--- config.mk ---
export PLATFORM = sky130hd
export DESIGN_NAME = integer_issue_tracker
export DESIGN_NICKNAME = d
export VERILOG_FILES = /design/src/rtl/integer_issue_tracker_pkg.sv /design/src/rtl/integer_issue_tracker_stage.sv /design/src/rtl/integer_issue_tracker.sv
export SDC_FILE = /design/constraint.sdc
export NUM_CORES = 1
export LEC_CHECK = 0
export BUFFER_PORTS_ARGS = -buffer_cell sky130_fd_sc_hd__buf_2
export CORE_MARGIN = 5
export CORE_UTILIZATION = 46
export CTS_CLUSTER_DIAMETER = 40
export DETAILED_ROUTE_END_ITERATION = 6
export GPL_TIMING_DRIVEN = 0
export PLACE_DENSITY_LB_ADDON = 0.15
export SYNTH_ARGS = -nofsm -noshare
export SYNTH_HDL_FRONTEND = slang
export SYNTH_SLANG_ARGS = --single-unit
--- constraint.sdc ---
create_clock -name clock -period 2.3 [get_ports clock]
set_input_delay 0 -clock clock [delete_from_list [all_inputs] [get_ports clock]]
set_output_delay 0 -clock clock [all_outputs]
set_load 0.02 [all_outputs]
--- src/rtl/integer_issue_tracker_pkg.sv ---
// Shared control types for the integer issue tracker: instruction and unit types,
// width defaults and the retirement-stage classification.
package integer_issue_tracker_pkg;

    localparam int TIA_WORD_WIDTH        = 32;
    localparam int COUNTER_WIDTH_DEFAULT = 32;

    typedef enum logic [2:0] {
        FU_NOP    = 3'd0,
        FU_ALU    = 3'd1,
        FU_LSU    = 3'd2,
        FU_SM     = 3'd3,
        FU_IMU    = 3'd4,
        FU_BRANCH = 3'd5
    } functional_unit_t;

    typedef struct packed {
        logic [5:0]                opcode;
        logic [3:0]                dst;
        logic [3:0]                src0;
        logic [3:0]                src1;
        logic [TIA_WORD_WIDTH-1:0] immediate;
    } datapath_instruction_t;

    localparam logic [2:0] STAGE_NONE = 3'd0;
    localparam logic [2:0] STAGE_ONE  = 3'd1;
    localparam logic [2:0] STAGE_TWO  = 3'd2;

    // Shift/multiply units need the extra X2 cycle; everything else finishes in DX1.
    function automatic logic [2:0] retiring_stage_of(input functional_unit_t fu);
        return ((fu == FU_SM) || (fu == FU_IMU)) ? STAGE_TWO : STAGE_ONE;
    endfunction

endpackage

--- src/rtl/integer_issue_tracker_stage.sv ---
// One pipeline stage slot (valid + instruction + unit) with hold and clear.
// Payload is zeroed whenever the slot is empty so outputs read 0 for bubbles.
module integer_stage_register
    import integer_issue_tracker_pkg::*;
(
    input  logic                  clock,
    input  logic                  reset,
    input  logic                  clear,
    input  logic                  hold,
    input  logic                  valid_in,
    input  datapath_instruction_t instruction_in,
    input  functional_unit_t      unit_in,
    output logic                  valid,
    output datapath_instruction_t instruction,
    output functional_unit_t      unit
);

    logic                  valid_d, valid_q;
    datapath_instruction_t instruction_d, instruction_q;
    functional_unit_t      unit_d, unit_q;

    always_comb begin
        valid_d       = valid_q;
        instruction_d = instruction_q;
        unit_d        = unit_q;
        if (clear) begin
            valid_d       = 1'b0;
            instruction_d = '0;
            unit_d        = FU_NOP;
        end else if (!hold) begin
            valid_d       = valid_in;
            instruction_d = valid_in ? instruction_in : '0;
            unit_d        = valid_in ? unit_in : FU_NOP;
        end
    end

    always_ff @(posedge clock or negedge reset) begin
        if (!reset) begin
            valid_q       <= 1'b0;
            instruction_q <= '0;
            unit_q        <= FU_NOP;
        end else begin
            valid_q       <= valid_d;
            instruction_q <= instruction_d;
            unit_q        <= unit_d;
        end
    end

    assign valid       = valid_q;
    assign instruction = instruction_q;
    assign unit        = unit_q;

endmodule

--- src/rtl/integer_issue_tracker.sv ---
// Two-stage (DX1/X2) integer retirement tracker: accepts issues, reports which
// stage retires each cycle and counts retired instructions.
module integer_issue_tracker
    import integer_issue_tracker_pkg::*;
#(
    parameter int COUNTER_WIDTH = COUNTER_WIDTH_DEFAULT
) (
    input  logic                     clock,
    input  logic                     reset,
    input  logic                     issue_valid,
    input  datapath_instruction_t    issue_datapath_instruction,
    input  functional_unit_t         issue_functional_unit,
    output logic                     issue_ready,
    input  logic                     stall,
    input  logic                     flush,
    output logic [2:0]               dx1_instruction_retiring_stage,
    output logic [2:0]               x2_instruction_retiring_stage,
    output datapath_instruction_t    dx1_datapath_instruction,
    output datapath_instruction_t    x2_datapath_instruction,
    output functional_unit_t         dx1_functional_unit,
    output functional_unit_t         x2_functional_unit,
    output logic                     pipeline_empty,
    output logic [COUNTER_WIDTH-1:0] retired_count
);

    logic                     dx1_valid, x2_valid;
    logic [2:0]               dx1_stage, issue_stage;
    logic                     issue_accept, dx1_to_x2;
    logic                     dx1_retiring, x2_retiring;
    logic [COUNTER_WIDTH-1:0] retired_count_d, retired_count_q;

    always_comb begin
        issue_stage = retiring_stage_of(issue_functional_unit);
        dx1_stage   = retiring_stage_of(dx1_functional_unit);

        // A stage-1 issue behind a stage-2 occupant would retire alongside it in X2.
        issue_ready = reset && !stall && !flush &&
                      !((issue_stage == STAGE_ONE) && dx1_valid && (dx1_stage == STAGE_TWO));
        issue_accept = issue_valid && issue_ready;
        dx1_to_x2    = dx1_valid && (dx1_stage == STAGE_TWO);

        dx1_retiring = dx1_valid && (dx1_stage == STAGE_ONE) && !stall;
        x2_retiring  = x2_valid && !stall;
        dx1_instruction_retiring_stage = dx1_retiring ? STAGE_ONE : STAGE_NONE;
        x2_instruction_retiring_stage  = x2_retiring  ? STAGE_TWO : STAGE_NONE;

        retired_count_d = retired_count_q;
        if (!flush && (dx1_retiring ^ x2_retiring)) begin
            retired_count_d = retired_count_q + COUNTER_WIDTH'(1);
        end
    end

    integer_stage_register u_dx1 (
        .clock          (clock),
        .reset          (reset),
        .clear          (flush),
        .hold           (stall),
        .valid_in       (issue_accept),
        .instruction_in (issue_datapath_instruction),
        .unit_in        (issue_functional_unit),
        .valid          (dx1_valid),
        .instruction    (dx1_datapath_instruction),
        .unit           (dx1_functional_unit)
    );

    integer_stage_register u_x2 (
        .clock          (clock),
        .reset          (reset),
        .clear          (flush),
        .hold           (stall),
        .valid_in       (dx1_to_x2),
        .instruction_in (dx1_datapath_instruction),
        .unit_in        (dx1_functional_unit),
        .valid          (x2_valid),
        .instruction    (x2_datapath_instruction),
        .unit           (x2_functional_unit)
    );

    always_ff @(posedge clock or negedge reset) begin
        if (!reset) begin
            retired_count_q <= '0;
        end else begin
            retired_count_q <= retired_count_d;
        end
    end

    assign retired_count  = retired_count_q;
    assign pipeline_empty = !dx1_valid && !x2_valid;

    a_single_retirement: assert property (@(posedge clock) disable iff (!reset)
        !(dx1_retiring && x2_retiring));

endmodule

==> insert_results.sql <==
INSERT INTO impl_metrics (metric_group, metric, value, unit) VALUES
('critical_path', 'startpoint_type', 'flip-flop', ''),
('detailed_routing', 'dr.pass1.iters', '4', ''),
('logic_synthesis', 'asyncSetResetFlopFracSynth', '100', '%'),
('critical_path', 'ff2ff_setup_slack', '0.08', 'ns'),
('floorplan', 'floorplan.die.width', '118', 'microns'),
('logic_synthesis', 'synth-main-ff-cell', 'sky130_fd_sc_hd__dfrtp_1', ''),
('floorplan', 'initial_util', '47.1', '%'),
('power_and_ir_drop', 'switching_power_summed_over_all_nets', '1.23', 'mW'),
('detailed_routing', 'highest_layer', 'met5', ''),
('critical_path', 'rr_worst_depth', '7', ''),
('logic_synthesis', 'yosys_register_bits', '140', ''),
('clocking', 'post_cts_clock_slew_at_the_launch_and_capture_registers_of_the_worst_setup_and_hold_paths', '0.06', 'ns'),
('power_and_ir_drop', 'pwr-share-seq', '47.0', '%'),
('power_and_ir_drop', 'leakage_component_of_the_power', '4.15', 'nW'),
('timing', 'totalNegativeSetupSlack', '0', 'ns'),
('hold_path', 'min-delay-start', 'flush', ''),
('logic_synthesis', 'postSynthCellCount', '392', ''),
('logic_synthesis', 'syn-mean-instance-area', '13.8', 'sq um'),
('logic_synthesis', 'yosysTopAreaCell', 'sky130_fd_sc_hd__dfrtp_1', ''),
('timing', 'worstMarginPinSlew', '0.948', 'ns'),
('place', 'gp_congestion', '0.861', ''),
('timing', 'fmax', '450', 'MHz'),
('global_route', 'congestion_overflow_gr', '0', ''),
('detailed_routing', 'antenna_left', '0', ''),
('clocking', 'postCtsSetupRepairBufs', '0', ''),
('logic_synthesis', 'ys_top_cells_by_count', '140 x sky130_fd_sc_hd__dfrtp_1, 106 x sky130_fd_sc_hd__a22o_1, 32 x sky130_fd_sc_hd__xnor2_1', ''),
('timing', 'hold_viol', '0', ''),
('logic_synthesis', 'synth.top_cell.area_share', '64.9', '%'),
('global_route', 'grt_first_pass_wirelength', '25300', 'microns'),
('critical_path', 'critPathArrivalTime', '2.51', 'ns'),
('cells_and_area', 'layout.cell_area.non_filler', '0.00771', 'sq mm'),
('logic_synthesis', 'yosys_warnings', '0', ''),
('detailed_routing', 'postRouteWirelength', '15300', 'microns'),
('flow_run', 'maxCapViolations', '0', ''),
('critical_path', 'crit_required', '2.59', 'ns'),
('detailed_routing', 'wirelength_met1', '6250', 'microns'),
('logic_synthesis', 'syn-cell-area', '0.00540', 'sq mm'),
('place', 'io_buffers', '199', ''),
('clocking', 'worst_skew_pair.late_latency', '0.41', 'ns'),
('clocking', 'clock_tree_buffer_depth', '2', ''),
('global_route', 'global_route.usage.total', '22.7', '%'),
('logic_synthesis', 'post_synth_num_cell_types', '33', ''),
('detailed_routing', 'detailroute.wirelength.met2', '7630', 'microns'),
('detailed_routing', 'wl_per_cell', '18.6', 'microns'),
('power_and_ir_drop', 'swShare', '22.8', '%'),
('clocking', 'cts_max_level', '4', ''),
('detailed_routing', 'detailed_router_s_first_iteration_violation_count', '334', ''),
('logic_synthesis', 'synth.area.top_cells', 'sky130_fd_sc_hd__dfrtp_1 65%, sky130_fd_sc_hd__a22o_1 17%, sky130_fd_sc_hd__xnor2_1 5.2%, sky130_fd_sc_hd__nand3_1 1.9%, sky130_fd_sc_hd__nand4_1 1.7%', ''),
('floorplan', 'vertical_die_dimension', '118', 'microns'),
('floorplan', 'core.rowCount', '39', ''),
('global_route', 'grt_antenna_before_repair', '2', ''),
('power_and_ir_drop', 'irDropWorstVdd', '0.522', 'mV'),
('timing', 'setup_viol', '0', ''),
('critical_path', 'crit_path_max_fanout', '10', ''),
('cells_and_area', 'design.final.nets', '727', ''),
('logic_synthesis', 'synth-seq-area-share', '64.9', '%'),
('timing', 'maxSlewViolCount', '0', ''),
('logic_synthesis', 'post-synth-top-count-cell', 'sky130_fd_sc_hd__dfrtp_1', ''),
('global_route', 'grt_max_degree', '89', ''),
('detailed_routing', 'post_route_drc', '0', ''),
('clocking', 'cts-buffers-inserted', '17', ''),
('timing', 'finalWorstPathRequiredPeriod', '2.22', 'ns'),
('global_route', 'via_count_of_the_first_global_routing_pass', '4607', ''),
('critical_path', 'criticalPathCategory', 'flip-flop to flip-flop', ''),
('timing', 'layout_worst_path_cycle_share', '96.7', '%'),
('cells_and_area', 'area_growth', '42.8', '%'),
('power_and_ir_drop', 'share_clk_of_total_power', '45.3', '%'),
('status', 'status', 'completed', ''),
('hold_path', 'worst_hold_path.endpoint', 'u_x2.instruction[40]', ''),
('timing', 'slew_headroom', '36.2', '%'),
('critical_path', 'worst_r2r_startpoint', 'u_dx1.unit[1]', '');
-- routing by layer --
metal	GRT usage [%]	vias to the layer above
met5	0	-
met4	9.46	2
met3	7.55	33
met2	36.6	156
met1	28.1	2193
li1	-	2028
-- cell type report --
class / count / area [sq um] / area share [%]
antenna: 1 / 2.50 / 0.0325
buffer: 32 / 195 / 2.53
clock buffer: 22 / 454 / 5.89
clock inverter: 9 / 72.6 / 0.941
inverter: 1 / 3.75 / 0.0487
multi-input combinational: 222 / 1730 / 22.4
sequential: 140 / 3500 / 45.5
tap: 143 / 179 / 2.32
timing repair buffer: 254 / 1570 / 20.4
-- per-stage QoR --
step,setup slack (ns),total power [mW],cells,hold WS [ns],utilization (%)
final,0.0761,5.41,824,0.0748,67.2
after global routing,0.00146,5.63,824,0.0717,67.2
after CTS,0.0276,5.47,823,0.0510,67.1
after detailed placement,-0.137,2.93,738,-0.0131,57.7
after global placement,-1.13,2.92,737,0.219,57.4
after floorplan,0.0440,2.74,395,-0.296,-
-- worst max-delay path: stages, from the launching register on --
cell and delay [ns]:
sky130_fd_sc_hd__dfrtp_1 0.44, sky130_fd_sc_hd__or3b_4 0.42, sky130_fd_sc_hd__a21bo_1 0.22, sky130_fd_sc_hd__o311a_1 0.37, sky130_fd_sc_hd__and2_1 0.17, sky130_fd_sc_hd__buf_6 0.14, sky130_fd_sc_hd__buf_6 0.15, sky130_fd_sc_hd__a22o_1 0.19
-- cells in the final DEF, fill, tap and decap left out, drive strengths merged --
| master | synthesis | routed |
|---|---|---|
| buf | 14 | 214 |
| dfrtp | 140 | 140 |
| a22o | 106 | 106 |
| dlygate4sd3 | 0 | 54 |
| clkbuf | 18 | 40 |
| xnor2 | 32 | 32 |
| nand3 | 20 | 20 |
| nand4 | 15 | 15 |
| and3 | 10 | 10 |
| nand2 | 7 | 7 |
| clkinv | 0 | 7 |
| nor2 | 4 | 4 |
| conb | 1 | 4 |
| nor2b | 3 | 3 |
| and2 | 2 | 2 |
| nor4 | 2 | 2 |
| a21o | 2 | 2 |
| nor3 | 2 | 2 |
| diode | 0 | 1 |
| or3b | 1 | 1 |
| nand3b | 1 | 1 |
| a21bo | 1 | 1 |
| nor3b | 1 | 1 |
| o311a | 1 | 1 |
| a31o | 1 | 1 |
| and4b | 1 | 1 |
| a21oi | 1 | 1 |
| inv | 1 | 1 |
| or3 | 1 | 1 |
| a21boi | 1 | 1 |
| and4 | 1 | 1 |
| mux2 | 1 | 1 |
| ha | 1 | 1 |
| clkinvlp | 0 | 1 |
| bufinv | 0 | 1 |
-- worst max-delay path by stage --
stage	to	slack, ns	depth (start not counted)
floorplan	u_dx1.instruction[18]	0.04	7
global placement	u_dx1.instruction[46]	-1.13	6
detailed placement	u_x2.instruction[45]	-0.14	5
CTS	u_x2.instruction[48]	0.03	5
global route	retired_count[29]	0.001	6
finish	u_dx1.instruction[21]	0.08	7
-- timing repair --
item                                    CTS  global route
hold endpoints to repair                106             0
pin swaps                                 0             0
cloned                                    0             0
hold buffers                             54             0
endpoints found under the setup margin   53            56
resized for setup                         2            11
-- power groups by stage --
stage	Sequential [mW]	Combinational, mW	Clock (mW)
after floorplan	2.63	0.105	0
after global placement	2.59	0.333	0
after detailed placement	2.59	0.345	0
after CTS	2.54	0.421	2.50
after global routing	2.55	0.455	2.62
final	2.54	0.415	2.45
-- cells by family after synthesis --
| kind of cell | count (synthesis) | synth area share, % |
|---|---|---|
| mux | 1 | 0.209 |
| fa+ha+maj | 1 | 0.232 |
| other cells | 1 | 0.0695 |
| buf+inv | 33 | 3.59 |
| flops | 140 | 64.9 |
| xor+xnor | 32 | 5.19 |
| simple gates | 71 | 7.56 |
| compound gates | 113 | 18.2 |
-- flip-flops by register name (all words and copies together) (netlist names) --
name,count
retired_count,32
u_dx1.unit,3
u_x2.unit,3
u_x2.instruction,50
u_dx1.instruction,50
u_x2.valid,1
u_dx1.valid,1
Power figures use the tool's default switching activity.
